File: config.mk
export PLATFORM = sky130hd
export DESIGN_NAME = snake_body_flat
export DESIGN_NICKNAME = d
export VERILOG_FILES = /design/src/rtl/snake_body_if.sv /design/src/rtl/snake_body.sv /design/src/flat_wrapper.sv
export SDC_FILE = /design/constraint.sdc
export NUM_CORES = 1
export LEC_CHECK = 0
export CAP_MARGIN = 20
export CORE_AREA = 2 2 173 175
export CTS_CLUSTER_SIZE = 8
export DETAILED_ROUTE_END_ITERATION = 10
export DIE_AREA = 0 0 175 177
export PLACE_DENSITY = 0.81
export SYNTH_ARGS = -nofsm -noshare
export SYNTH_HDL_FRONTEND = slang
export SYNTH_SLANG_ARGS = --single-unit
File: constraint.sdc
create_clock -name clk -period 14.35 [get_ports clk]
set_input_delay 1.435 -clock clk [delete_from_list [all_inputs] [get_ports clk]]
set_output_delay 1.435 -clock clk [all_outputs]
set_load 0.03 [all_outputs]
File: src/rtl/snake_body_if.sv
// Snake body bus: the move/start/direction controls, the apple position from the
// score block, the draw-path query, and the head/length/status results.
// The master drives controls and queries; the slave (snake_body) returns results.
interface snake_body_if;
    logic       move_tick;
    logic       start;
    logic       dir_valid;
    logic [1:0] dir_req;
    logic [6:0] apple_x;
    logic [5:0] apple_y;
    logic [6:0] q_x;
    logic [5:0] q_y;
    logic [6:0] head_x;
    logic [5:0] head_y;
    logic [4:0] length;
    logic       ate;
    logic       alive;
    logic       game_over;
    logic       q_head;
    logic       q_body;

    modport master (
        output move_tick, start, dir_valid, dir_req, apple_x, apple_y, q_x, q_y,
        input  head_x, head_y, length, ate, alive, game_over, q_head, q_body
    );

    modport slave (
        input  move_tick, start, dir_valid, dir_req, apple_x, apple_y, q_x, q_y,
        output head_x, head_y, length, ate, alive, game_over, q_head, q_body
    );
endinterface

File: src/rtl/snake_body.sv
// Snake body: segment shift register, direction latch, growth on apple,
// wall/self collision, and a registered per-cell head/body query.
// Optional macro SNAKE_WRAP_EN: when defined the grid edges wrap around and
// only self collision ends the game; otherwise leaving the grid is fatal.
//
// state  | meaning
// S_IDLE | waiting for start, snake shown in its initial layout
// S_RUN  | snake advances one cell per move_tick
// S_DEAD | collision happened, everything frozen until start
module snake_body #(
    parameter int GRID_W   = 64,
    parameter int GRID_H   = 48,
    parameter int MAX_LEN  = 16,
    parameter int INIT_LEN = 3
) (
    input  logic         clk,
    input  logic         reset,
    snake_body_if.slave  bus
);
    typedef enum logic [1:0] {S_IDLE, S_RUN, S_DEAD} state_t;

    localparam logic [1:0] DIR_UP    = 2'b00;
    localparam logic [1:0] DIR_RIGHT = 2'b01;
    localparam logic [1:0] DIR_DOWN  = 2'b10;
    localparam logic [1:0] DIR_LEFT  = 2'b11;
    localparam logic [6:0] X_MAX     = 7'(GRID_W - 1);
    localparam logic [5:0] Y_MAX     = 6'(GRID_H - 1);
    localparam logic [6:0] X_INIT    = 7'(GRID_W / 4);
    localparam logic [5:0] Y_INIT    = 6'(GRID_H / 2);
    localparam logic [4:0] LEN_INIT  = 5'(INIT_LEN);
    localparam logic [4:0] LEN_MAX   = 5'(MAX_LEN);
`ifdef SNAKE_WRAP_EN
    localparam logic       WRAP_EN   = 1'b1;
`else
    localparam logic       WRAP_EN   = 1'b0;
`endif

    state_t     state, state_nxt;
    logic [6:0] seg_x [MAX_LEN];
    logic [5:0] seg_y [MAX_LEN];
    logic [4:0] len;
    logic [1:0] dir, dir_pend, dir_eff;
    logic       ate_r, q_head_r, q_body_r;
    logic [6:0] nh_x;
    logic [5:0] nh_y;
    logic       wall_hit, self_hit, apple_hit, grow;
    logic       do_move, reload;
    logic       head_match, body_match;

    // Effective direction: a valid non-reversing request overrides the pending one
    always_comb begin
        dir_eff = dir_pend;
        if (bus.dir_valid && (bus.dir_req != (dir ^ 2'b10)))
            dir_eff = bus.dir_req;
    end

    // Next head position; edges are checked before any subtract/add so nothing wraps by accident
    always_comb begin
        nh_x     = seg_x[0];
        nh_y     = seg_y[0];
        wall_hit = 1'b0;
        case (dir_eff)
            DIR_UP: begin
                if (seg_y[0] == 6'd0) begin
                    if (WRAP_EN) nh_y = Y_MAX;
                    else         wall_hit = 1'b1;
                end else nh_y = seg_y[0] - 6'd1;
            end
            DIR_RIGHT: begin
                if (seg_x[0] == X_MAX) begin
                    if (WRAP_EN) nh_x = 7'd0;
                    else         wall_hit = 1'b1;
                end else nh_x = seg_x[0] + 7'd1;
            end
            DIR_DOWN: begin
                if (seg_y[0] == Y_MAX) begin
                    if (WRAP_EN) nh_y = 6'd0;
                    else         wall_hit = 1'b1;
                end else nh_y = seg_y[0] + 6'd1;
            end
            default: begin
                if (seg_x[0] == 7'd0) begin
                    if (WRAP_EN) nh_x = X_MAX;
                    else         wall_hit = 1'b1;
                end else nh_x = seg_x[0] - 7'd1;
            end
        endcase
    end

    // Apple and self collision; the tail only blocks when the body actually lengthens,
    // since otherwise it moves out of the way on this same move
    always_comb begin
        apple_hit = (nh_x == bus.apple_x) && (nh_y == bus.apple_y);
        grow      = apple_hit && (len < LEN_MAX);
        self_hit  = 1'b0;
        for (int i = 1; i < MAX_LEN; i++) begin
            if (((5'(i) < len - 5'd1) || ((5'(i) == len - 5'd1) && grow)) &&
                (seg_x[i] == nh_x) && (seg_y[i] == nh_y))
                self_hit = 1'b1;
        end
    end

    // Query compare against head and active non-head segments
    always_comb begin
        head_match = (bus.q_x == seg_x[0]) && (bus.q_y == seg_y[0]);
        body_match = 1'b0;
        for (int i = 1; i < MAX_LEN; i++) begin
            if ((5'(i) < len) && (bus.q_x == seg_x[i]) && (bus.q_y == seg_y[i]))
                body_match = 1'b1;
        end
    end

    // FSM next state and move/reload decisions
    always_comb begin
        state_nxt = state;
        do_move   = 1'b0;
        reload    = 1'b0;
        case (state)
            S_IDLE: if (bus.start) state_nxt = S_RUN;
            S_RUN: begin
                if (bus.move_tick) begin
                    if (wall_hit || self_hit) state_nxt = S_DEAD;
                    else                      do_move   = 1'b1;
                end
            end
            S_DEAD: begin
                if (bus.start) begin
                    reload    = 1'b1;
                    state_nxt = S_IDLE;
                end
            end
            default: state_nxt = S_IDLE;
        endcase
    end

    // FSM state register
    always_ff @(posedge clk) begin
        if (!reset) state <= S_IDLE;
        else        state <= state_nxt;
    end

    // Segment storage, length, direction and the ate pulse
    always_ff @(posedge clk) begin
        ate_r <= 1'b0;
        if (!reset || reload) begin
            for (int i = 0; i < MAX_LEN; i++) begin
                seg_x[i] <= (i < INIT_LEN) ? X_INIT - 7'(i) : 7'd0;
                seg_y[i] <= (i < INIT_LEN) ? Y_INIT : 6'd0;
            end
            len      <= LEN_INIT;
            dir      <= DIR_RIGHT;
            dir_pend <= DIR_RIGHT;
        end else if (do_move) begin
            for (int i = MAX_LEN - 1; i > 0; i--) begin
                seg_x[i] <= seg_x[i-1];
                seg_y[i] <= seg_y[i-1];
            end
            seg_x[0] <= nh_x;
            seg_y[0] <= nh_y;
            if (grow) len <= len + 5'd1;
            ate_r    <= apple_hit;
            dir      <= dir_eff;
            dir_pend <= dir_eff;
        end else if (state != S_DEAD) begin
            dir_pend <= dir_eff;
        end
    end

    // Registered query results for the draw path
    always_ff @(posedge clk) begin
        if (!reset) begin
            q_head_r <= 1'b0;
            q_body_r <= 1'b0;
        end else begin
            q_head_r <= head_match;
            q_body_r <= body_match;
        end
    end

    assign bus.head_x    = seg_x[0];
    assign bus.head_y    = seg_y[0];
    assign bus.length    = len;
    assign bus.ate       = ate_r;
    assign bus.alive     = (state == S_RUN);
    assign bus.game_over = (state == S_DEAD);
    assign bus.q_head    = q_head_r;
    assign bus.q_body    = q_body_r;
endmodule

File: src/flat_wrapper.sv
// flat-port wrapper written by rule: the top's interface ports become plain ports
module snake_body_flat 
#(
    parameter int GRID_W   = 64,
    parameter int GRID_H   = 48,
    parameter int MAX_LEN  = 16,
    parameter int INIT_LEN = 3
)
  (clk, reset, bus_move_tick, bus_start, bus_dir_valid, bus_dir_req, bus_apple_x, bus_apple_y, bus_q_x, bus_q_y, bus_head_x, bus_head_y, bus_length, bus_ate, bus_alive, bus_game_over, bus_q_head, bus_q_body);
  snake_body_if bus_i ();
  input  logic clk;
  input  logic reset;
  input wire logic [$bits(bus_i.move_tick)-1:0] bus_move_tick;
  input wire logic [$bits(bus_i.start)-1:0] bus_start;
  input wire logic [$bits(bus_i.dir_valid)-1:0] bus_dir_valid;
  input wire logic [$bits(bus_i.dir_req)-1:0] bus_dir_req;
  input wire logic [$bits(bus_i.apple_x)-1:0] bus_apple_x;
  input wire logic [$bits(bus_i.apple_y)-1:0] bus_apple_y;
  input wire logic [$bits(bus_i.q_x)-1:0] bus_q_x;
  input wire logic [$bits(bus_i.q_y)-1:0] bus_q_y;
  output wire logic [$bits(bus_i.head_x)-1:0] bus_head_x;
  output wire logic [$bits(bus_i.head_y)-1:0] bus_head_y;
  output wire logic [$bits(bus_i.length)-1:0] bus_length;
  output wire logic [$bits(bus_i.ate)-1:0] bus_ate;
  output wire logic [$bits(bus_i.alive)-1:0] bus_alive;
  output wire logic [$bits(bus_i.game_over)-1:0] bus_game_over;
  output wire logic [$bits(bus_i.q_head)-1:0] bus_q_head;
  output wire logic [$bits(bus_i.q_body)-1:0] bus_q_body;
  assign bus_i.move_tick = bus_move_tick;
  assign bus_i.start = bus_start;
  assign bus_i.dir_valid = bus_dir_valid;
  assign bus_i.dir_req = bus_dir_req;
  assign bus_i.apple_x = bus_apple_x;
  assign bus_i.apple_y = bus_apple_y;
  assign bus_i.q_x = bus_q_x;
  assign bus_i.q_y = bus_q_y;
  assign bus_head_x = bus_i.head_x;
  assign bus_head_y = bus_i.head_y;
  assign bus_length = bus_i.length;
  assign bus_ate = bus_i.ate;
  assign bus_alive = bus_i.alive;
  assign bus_game_over = bus_i.game_over;
  assign bus_q_head = bus_i.q_head;
  assign bus_q_body = bus_i.q_body;
  snake_body #(.GRID_W(GRID_W), .GRID_H(GRID_H), .MAX_LEN(MAX_LEN), .INIT_LEN(INIT_LEN)) u_core (.clk(clk), .reset(reset), .bus(bus_i));
endmodule
==> results.cfg <==
[outcome]
status = complete, no violations

[global_route]
grt_use_total_pct = 38.0
grt_pass1_wl_um = 86300
grt_max_degree = 199
antenna_found_initial = 3
grt_overflow_total = 0
grt_pass1_vias = 12900

[sta]
fin_skew_ns = 0.0161
max_slew_margin_pct = 5.76
max_freq_ghz = 0.111
rsz0062_at_grt = no
hold_violations = 0
tightest_slew_ns = 1.41
tns_ns = 0
final-max-slew-violation-count = 0
min_period_ns = 9.01
setup_violations = 0
fin_crit_sh_pct = 62.8

[drt]
dr.pass1.iters = 6
wire_per_inst_um = 29.6
antenna_left = 0
drcViolationCount = 0
drt_iter0_markers = 2176
drt-vias-per-instance = 6.77
num_vias = 13600
totalWireLength_um = 59400

[final_layout]
multi_input_area_sq_um = 8650
final_common_cell = xnor2_1
syn_to_final_growth_pct = 10.1
final_cell_area_sq_um = 17500
fillers = 2463
drive_gt1_share_pct = 5.75
diodes = 0
nets = 1652
final_cell_mix = 225 x xnor2_1, 208 x edfxtp_1, 173 x and2_1
regArea_sq_um = 6530

[floorplanning]
die_area_sq_um = 31000
die_h_um = 177
placeableCoreArea_sq_um = 29200
num_rows = 63
ios = 56
die_w_um = 175
initial_core_util_pct = 54.2

[placement]
dpl-instance-area_sq_um = 16600
io_buffers = 55
dp_hpwl_um = 41800
gp_congestion = 1.10

[clock_network]
ctsResizeCount = 0
cts_setup_buffers = 0
path_clk_slew_ns = 0.05
postCtsHoldBufs = 0
cts_buffers = 31
cts.path.max_buffers = 3
cts_tree = done
h-tree-depth = 1
clkLatencyLatePin_ns = 0.57
cts.sinks = 222
cts_root_buffer = clkbuf_16

[yosys]
yosys.area.top_type = edfxtp_1
synth.top_cell.area_share_pct = 39.4
syn_nets = 1645
netlist_instances = 1600
synth_cell_types = 84
synthArstFlopShare_pct = 0
ys_warn_count = 0
synth-seq-cells = 222
netlist_top_cells_area = edfxtp_1 39%, xnor2_1 12%, xor2_1 8.3%
synth_top_flop_cell = edfxtp_1
synth_edf_count = 208
yosysSeqAreaShare_pct = 41.2
synth_area_sq_um = 15900
syn_avg_cell_area_sq_um = 9.91

[setup_path]
cp-end-kind = flip-flop
worstSetupPathType = primary input to flip-flop
crit_arrival_ns = 9.18
start_kind = primary input
worstPathRequired_ns = 14.52
worstPathMaxFanout = 198

[hold_path]
holdCritPathClass = flip-flop to flip-flop

[power]
total_power_uw = 2250
ir_worst_vdd_mv = 0.100
p_leak_uw = 0.00609
power.density_nw_per_um2 = 129

[flow_run]
cap_violations = 0
## cell families after synthesis
family | count (synthesis) | synth area share, %
AOI/OAI and AO/OA | 254 | 11.3
xor gates and xnor gates | 378 | 21.0
adders and majority gates | 12 | 0.947
buffers and inverters | 143 | 4.32
DFF | 222 | 41.2
muxes | 7 | 0.466
and+or+nand+nor | 584 | 20.8
## final cells by class
type                            count  share of cell area, %
Multi-Input combinational cell   1235                   49.6
Tap cell                          390                   2.80
Clock buffer                       42                   4.74
Timing Repair Buffer               89                   4.80
Inverter                           28                  0.602
Clock inverter                      1                  0.115
Sequential cell                   222                   37.4
## final timing paths
kind	from	to	slack, ns	cells past startpoint
max	bus_dir_req[1]	u_core.seg_y[3][5]$_SDFFCE_PN0P_	5.34	15
min	u_core.dir_pend[1]$_SDFFE_PP0P_	u_core.dir_pend[1]$_SDFFE_PP0P_	0.54	2
min reg2reg	u_core.dir_pend[1]$_SDFFE_PP0P_	u_core.dir_pend[1]$_SDFFE_PP0P_	0.54	2
max reg2reg	u_core.dir[1]$_SDFFE_PP0P_	u_core.seg_y[3][5]$_SDFFCE_PN0P_	6.31	14
## worst max-delay path, cell delays in order
cell	delay (ns)
clkdlybuf4s50_1	0.51
xnor2_2	0.33
a2bb2oi_1	0.80
nand2_1	0.83
nand4_1	0.37
nand2_1	0.60
o2111ai_1	0.55
nor2_1	0.28
a31oi_1	0.29
o32ai_1	0.12
or4_1	0.55
nor3_1	0.66
nand2_1	0.50
nand2_4	0.32
buf_12	0.49
## state kept, by name, summed over array words and instances, names as in the netlist
signal and count:
u_core.seg_x 112, u_core.seg_y 96, u_core.bus.length 5, u_core.dir 2, u_core.dir_pend 2, u_core.state 2
u_core.bus.ate 1, u_core.bus.q_body 1, u_core.bus.q_head 1
## per-layer routing
metal  vias to the layer above  track usage, %  share of wire [%]
met4                         4            18.1                5.4
met5                         -               0              0.034
met2                      1050            55.3                 42
li1                       5783               -                  -
met3                       222            8.93                 13
met1                      6520            53.4                 40
## cell usage after synthesis, types with 5 or more instances
cell	instances
a2111oi_0	9
a211oi_1	8
a21o_1	7
a21oi_1	42
a22o_1	5
a22oi_1	9
a31oi_1	16
and2_1	173
and3_1	8
and4_1	6
buf_1	11
buf_2	28
buf_4	6
buf_6	12
clkbuf_1	58
dfxtp_1	14
edfxtp_1	208
ha_1	12
inv_1	27
nand2_1	57
nand2b_1	14
nand3_1	44
nand4_1	51
nor2_1	63
nor2b_1	8
nor3_1	57
nor4_1	54
o2111ai_1	10
o211ai_1	15
o21a_1	5
o21ai_0	49
o22ai_1	8
o31ai_1	6
o32ai_1	5
or3_1	17
or4_1	8
xnor2_1	225
xor2_1	150
## report_power, final
group | internal [uW] | switching (uW)
Combinational | 245 | 411
Sequential | 802 | 126
Clock | 393 | 270
## stage by stage
stage / setup slack, ns / instances / util [%] / hold WS [ns]
6_report: 5.34 / 2007 / 59.7 / 0.539
5_1_grt: 4.77 / 2007 / 59.7 / 0.562
4_1_cts: 5.08 / 2006 / 59.6 / 0.541
3_5_place_dp: 4.52 / 1963 / 56.7 / 0.531
3_3_place_gp: 4.87 / 1963 / 56.7 / 0.529
2_1_floorplan: 4.42 / 1600 / - / 0.480
No activity file was read; power rests on OpenSTA's default activity.
